File: config.mk
export PLATFORM = sky130hd
export DESIGN_NAME = div_unit_flat
export DESIGN_NICKNAME = d
export VERILOG_FILES = /design/src/rtl/div_unit_if.sv /design/src/rtl/div_unit.sv /design/src/flat_wrapper.sv
export SDC_FILE = /design/constraint.sdc
export NUM_CORES = 1
export LEC_CHECK = 0
export BUFFER_PORTS_ARGS = -buffer_cell sky130_fd_sc_hd__buf_2
export CORE_UTILIZATION = 60
export DETAILED_ROUTE_END_ITERATION = 10
export HOLD_SLACK_MARGIN = 0.1
export PLACE_DENSITY = 0.85
export SYNTH_ARGS = -nofsm -noshare
export SYNTH_HDL_FRONTEND = slang
export SYNTH_SLANG_ARGS = --single-unit
File: constraint.sdc
create_clock -name clk -period 6.93 [get_ports clk]
set_input_delay 0.3465 -clock clk [delete_from_list [all_inputs] [get_ports clk]]
set_output_delay 0.3465 -clock clk [all_outputs]
set_load 0.02 [all_outputs]
File: src/rtl/div_unit_if.sv
// Execute-to-divider bundle: operands/control toward the divider, result/ready back.
interface div_unit_if #(parameter int DATA_W = 32);
  logic                signed_div_i;
  logic [DATA_W-1:0]   opdata1_i;
  logic [DATA_W-1:0]   opdata2_i;
  logic                start_i;
  logic                annul_i;
  logic [2*DATA_W-1:0] result_o;
  logic                ready_o;

  modport master (
    output signed_div_i, opdata1_i, opdata2_i, start_i, annul_i,
    input  result_o, ready_o
  );

  modport slave (
    input  signed_div_i, opdata1_i, opdata2_i, start_i, annul_i,
    output result_o, ready_o
  );
endinterface

File: src/rtl/div_unit.sv
// Multi-cycle radix-2 restoring divider; result = {remainder, quotient}.
module div_unit #(
  parameter int DATA_W = 32,
  parameter int CNT_W  = 6
) (
  input  logic     clk,
  input  logic     rst,
  div_unit_if.slave bus
);
  typedef enum logic [1:0] {FREE, BYZERO, ON, END} state_t;

  localparam logic [CNT_W-1:0] LAST = CNT_W'(DATA_W);

  state_t              r_state, w_state_nxt;
  logic [CNT_W-1:0]    r_cnt;
  logic [DATA_W-1:0]   r_dvd, r_dvs, r_rem, r_quo;
  logic                r_neg_q, r_neg_r;
  logic [2*DATA_W-1:0] r_result, w_result_nxt;
  logic                r_ready, w_ready_nxt;

  logic                w_a_neg, w_b_neg, w_go, w_ge;
  logic [DATA_W-1:0]   w_a_mag, w_b_mag, w_quo_fix, w_rem_fix;
  logic [DATA_W:0]     w_part, w_diff;

  // Magnitude of the most negative value wraps to itself, which reads correctly as unsigned.
  assign w_a_neg = bus.signed_div_i & bus.opdata1_i[DATA_W-1];
  assign w_b_neg = bus.signed_div_i & bus.opdata2_i[DATA_W-1];
  assign w_a_mag = w_a_neg ? -bus.opdata1_i : bus.opdata1_i;
  assign w_b_mag = w_b_neg ? -bus.opdata2_i : bus.opdata2_i;
  assign w_go    = bus.start_i & ~bus.annul_i & (bus.opdata2_i != '0);

  assign w_part  = {r_rem, r_dvd[DATA_W-1]};
  assign w_ge    = (w_part >= {1'b0, r_dvs});
  assign w_diff  = w_part - {1'b0, r_dvs};

  assign w_quo_fix = r_neg_q ? -r_quo : r_quo;
  assign w_rem_fix = r_neg_r ? -r_rem : r_rem;

  always_ff @(posedge clk or posedge rst) begin
    if (rst) begin
      r_state  <= FREE;
      r_result <= '0;
      r_ready  <= 1'b0;
    end else begin
      r_state  <= w_state_nxt;
      r_result <= w_result_nxt;
      r_ready  <= w_ready_nxt;
    end
  end

  always_comb begin
    w_state_nxt  = r_state;
    w_result_nxt = r_result;
    w_ready_nxt  = r_ready;
    case (r_state)
      FREE: begin
        w_result_nxt = '0;
        w_ready_nxt  = 1'b0;
        if (bus.start_i && !bus.annul_i)
          w_state_nxt = (bus.opdata2_i == '0) ? BYZERO : ON;
      end
      BYZERO: begin
        w_result_nxt = '0;
        if (bus.annul_i) begin
          w_state_nxt = FREE;
          w_ready_nxt = 1'b0;
        end else begin
          w_state_nxt = END;
          w_ready_nxt = 1'b1;
        end
      end
      ON: begin
        if (bus.annul_i) begin
          w_state_nxt  = FREE;
          w_result_nxt = '0;
          w_ready_nxt  = 1'b0;
        end else if (r_cnt == LAST) begin
          w_state_nxt  = END;
          w_result_nxt = {w_rem_fix, w_quo_fix};
          w_ready_nxt  = 1'b1;
        end
      end
      END: begin
        if (!bus.start_i) begin
          w_state_nxt  = FREE;
          w_result_nxt = '0;
          w_ready_nxt  = 1'b0;
        end
      end
      default: begin
        w_state_nxt  = FREE;
        w_result_nxt = '0;
        w_ready_nxt  = 1'b0;
      end
    endcase
  end

  always_ff @(posedge clk or posedge rst) begin
    if (rst) begin
      r_cnt   <= '0;
      r_dvd   <= '0;
      r_dvs   <= '0;
      r_rem   <= '0;
      r_quo   <= '0;
      r_neg_q <= 1'b0;
      r_neg_r <= 1'b0;
    end else begin
      case (r_state)
        FREE: begin
          if (w_go) begin
            r_cnt   <= '0;
            r_dvd   <= w_a_mag;
            r_dvs   <= w_b_mag;
            r_rem   <= '0;
            r_quo   <= '0;
            r_neg_q <= w_a_neg ^ w_b_neg;
            r_neg_r <= w_a_neg;
          end
        end
        ON: begin
          if (bus.annul_i) begin
            r_cnt <= '0;
          end else if (r_cnt != LAST) begin
            r_rem <= w_ge ? w_diff[DATA_W-1:0] : w_part[DATA_W-1:0];
            r_quo <= {r_quo[DATA_W-2:0], w_ge};
            r_dvd <= {r_dvd[DATA_W-2:0], 1'b0};
            r_cnt <= r_cnt + 1'b1;
          end
        end
        BYZERO: r_cnt <= '0;
        default: ;
      endcase
    end
  end

  assign bus.result_o = r_result;
  assign bus.ready_o  = r_ready;
endmodule

File: src/flat_wrapper.sv
// flat-port wrapper written by rule: the top's interface ports become plain ports
module div_unit_flat 
#(
  parameter int DATA_W = 32,
  parameter int CNT_W  = 6
)
  (clk, rst, bus_signed_div_i, bus_opdata1_i, bus_opdata2_i, bus_start_i, bus_annul_i, bus_result_o, bus_ready_o);
  div_unit_if #(.DATA_W(DATA_W)) bus_i ();
  input  logic clk;
  input  logic rst;
  input wire logic [$bits(bus_i.signed_div_i)-1:0] bus_signed_div_i;
  input wire logic [$bits(bus_i.opdata1_i)-1:0] bus_opdata1_i;
  input wire logic [$bits(bus_i.opdata2_i)-1:0] bus_opdata2_i;
  input wire logic [$bits(bus_i.start_i)-1:0] bus_start_i;
  input wire logic [$bits(bus_i.annul_i)-1:0] bus_annul_i;
  output wire logic [$bits(bus_i.result_o)-1:0] bus_result_o;
  output wire logic [$bits(bus_i.ready_o)-1:0] bus_ready_o;
  assign bus_i.signed_div_i = bus_signed_div_i;
  assign bus_i.opdata1_i = bus_opdata1_i;
  assign bus_i.opdata2_i = bus_opdata2_i;
  assign bus_i.start_i = bus_start_i;
  assign bus_i.annul_i = bus_annul_i;
  assign bus_result_o = bus_i.result_o;
  assign bus_ready_o = bus_i.ready_o;
  div_unit #(.DATA_W(DATA_W), .CNT_W(CNT_W)) u_core (.clk(clk), .rst(rst), .bus(bus_i));
endmodule
==> flow_summary.yaml <==
critical_path:
  worstSetupStartpointType: "primary input"
  end_kind: "flop"
  criticalPathCategory: "in2reg"
  crit_fanout: 74
  timing.critical_path.cells: "buf_2 > nor4_1 > nand4_1 > o41ai_1 > a21o_4 > or2_1 > or2_2 > o21ai_0"
  cp.required_ns: 7.31
  data_arrival_time_at_the_worst_slack_endpoint_ns: 3.95
  timing.critical_path.slowest_stage_cell: "or2_1"
  longest_individual_stage_delay_on_the_worst_path_ns: 0.74
finish:
  layoutNonFillerInstCount: 1883
  utilization_pct: 68.7
  layout-drive-gt1-share_pct: 12.0
  fin_nets: 1713
  antenna_cells: 0
  area_delta_synth_final_pct: 10.9
routing:
  first_iter_violations: 855
  route.antenna.remaining_nets: 0
  drc: 0
  dr.pass1.iters: 5
  total_via_count_after_detailed_routing: 11100
  routed_wire_length_per_instance_um: 16.2
  route.final.wire_length_um: 30500
  detail_route.vias_per_cell: 5.90
timing:
  finalHoldViolations: 0
  min_period_over_period_pct: 51.6
  final-max-slew-violation-count: 0
  setup_viol_count_final: 0
  worst_hold_slack_after_final_layout_ns: 0.142
  timing.slew.headroom_pct: 25.0
  layout_min_cycle_time_ns: 3.57
  final_worst_clock_skew_ns: 0.0125
  setup_tns_ns: 0
  grt_setup_unrepaired: "false"
  timing_worst_slew_pin_value_ns: 1.12
  max_clock_freq_mhz: 280
floorplan:
  initial_utilization_pct: 61.9
  floorplan.die.width_um: 147
  core-area_sq_um: 20500
  ios: 134
  fp.dieArea_sq_um: 21700
  die-height_um: 147
  fp-row-count: 52
yosys:
  synthesis.instances: 1523
  syn_avg_cell_area_sq_um: 8.34
  synth_fp_nets: 1636
  ys_async_sr_fraction_pct: 100
  post_synth_num_cell_types: 71
  yosys.area.top_type: "dfrtp_1"
  synth-seq-area-share_pct: 40.0
  post_synth_instance_area_sq_um: 12700
  post-synth-top-count-cell: "nand2_1"
  synth_warnings: 0
  yosys-top-cells-count: "nand2_1 (265), dfrtp_1 (203), o21ai_0 (156)"
  ys_seq_elements: 203
  synth_largest_type_area_fraction_pct: 40.0
  synth.area.top_cells: "dfrtp_1 (40%), nand2_1 (7.8%), xor2_1 (6.4%)"
  number_of_synthesized_flops_with_an_enable_pin: 0
  synth_top_flop_cell: "dfrtp_1"
run:
  cap_viol_max_count: 0
placed_design:
  detailedPlacementHpwl_um: 22000
  placer_congestion_estimate: 0.945
  number_of_input_and_output_port_buffers_inserted: 133
  numPlacedInstances: 1846
clock_tree:
  worst_skew_pair.late_latency_ns: 0.51
  path_clk_slew_ns: 0.06
  ctsLongestPathBuffers: 3
  cts_tree: "done"
  cts_inserted_buffers: 21
  cts_max_level: 1
  cts_sink_cnt: 203
  cts_root_buffer: "clkbuf_16"
  post_cts_resized: 0
power_and_ir_drop:
  switching_power_uw: 2330
  sequentialPowerShare_pct: 31.7
  p_total_uw: 5330
  p_leak_uw: 0.00658
  ir_worst_vdd_mv: 0.209
  power.share.switching_pct: 43.6
  power.combinational.fraction_pct: 46.0
  pwr-share-clk_pct: 22.2
  p_per_area_nw_per_um2: 379
  power.internal_uw: 3010
global_route:
  globalRoute.totalOverflow: 0
  global_route_wire_length_before_repair_um: 50500
  via_count_of_the_first_global_routing_pass: 10100
  antenna_found_initial: 2
  grtUsageTotal_pct: 28.2
  pin_count_of_the_biggest_net_entering_global_routing: 127
outcome:
  outcome: "finished, final reports clean"
worst_hold_path:
  hp-class: "in2reg"
sequential cells by signal, indices dropped and copies added (netlist names):
name and cells:
u_core.bus.result_o 64, u_core.r_dvd 32, u_core.r_dvs 32, u_core.r_quo 32, u_core.r_rem 32, u_core.r_cnt 6
u_core.r_state 2, u_core.bus.ready_o 1, u_core.r_neg_q 1, u_core.r_neg_r 1
cells by family after synthesis:
logic type | after synthesis | share of synthesized area [%]
xor gates and xnor gates | 143 | 9.86
AOI/OAI and AO/OA | 475 | 21.6
and+or+nand+nor | 498 | 17.5
DFF | 203 | 40.0
adders and majority gates | 44 | 4.40
muxes | 19 | 1.50
buffers and inverters | 141 | 5.09
worst max-delay path, delay by kind of cell:
family / cells / cell delay [ns]
simple gates: 4 / 1.99
compound gates: 3 / 1.45
buf+inv: 1 / 0.12
per-layer routing:
layer	GRT usage [%]	routed length, um	up-vias
met5	0	13	-
met4	5.57	457	2
met3	4.29	2050	41
met2	43.9	13700	352
met1	42.0	14300	5224
li1	-	-	5493
power groups by stage:
stage | clock (uW) | combinational (uW) | sequential (uW)
2_1_floorplan | 0 | 2000 | 1590
3_3_place_gp | 0 | 2340 | 1690
3_5_place_dp | 0 | 2410 | 1700
4_1_cts | 1190 | 2430 | 1680
5_1_grt | 1240 | 2740 | 1720
6_report | 1180 | 2460 | 1690
layout make-up:
class                      count  area (sq um)
tap                          270           338
inverter                      56           218
multi-input combinational   1179          7010
fill                        1626          6420
clock inverter                 8           126
timing repair buffer         139           713
clock buffer                  28           592
sequential                   203          5080
layout by cell type, fill, tap and decap left out, types with 6 or more instances in the layout:
cell,instances
a21oi_1,129
inv_1,55
and2_1,6
nor4_1,9
o21ai_1,71
xnor2_1,50
dfrtp_1,203
nand3_1,12
a21o_1,6
ha_1,42
buf_2,133
nand2b_1,13
nand2_1,264
nor2b_1,9
nor3_1,12
or4_1,11
or3_1,15
o31ai_1,30
xor2_1,93
o21ai_0,156
nand4_1,13
a31oi_1,9
and3_1,6
o41ai_1,21
clkbuf_16,21
nor2_1,106
mux2i_1,19
per-stage QoR:
stage / setup slack [ns] / instance area, sq um
final: 3.36 / 14100
after global routing: 3.13 / 14100
after CTS: 3.42 / 14100
after detailed placement: 2.99 / 13300
after global placement: 2.99 / 13300
after floorplan: 1.04 / 12700
worst paths after layout:
kind	from	end	slack [ns]	depth (start not counted)
min in group asynchronous	rst	u_core.bus.result_o[37]	0.57	3
max in group asynchronous	rst	u_core.r_rem[25]	4.79	4
hold reg to reg	u_core.bus.result_o[44]	u_core.bus.result_o[44]	0.47	2
hold / removal	bus_opdata2_i[0]	u_core.r_dvs[0]	0.14	3
setup reg to reg	u_core.r_cnt[0]	u_core.r_rem[31]	3.41	9
setup / recovery	bus_opdata2_i[5]	u_core.r_rem[31]	3.36	8
what timing repair did:
item / CTS / global route
setup buffers: 0 / 0
hold endpoints to repair: 125 / 0
hold buffers: 1 / 0
(Power assumes the default switching activity.)
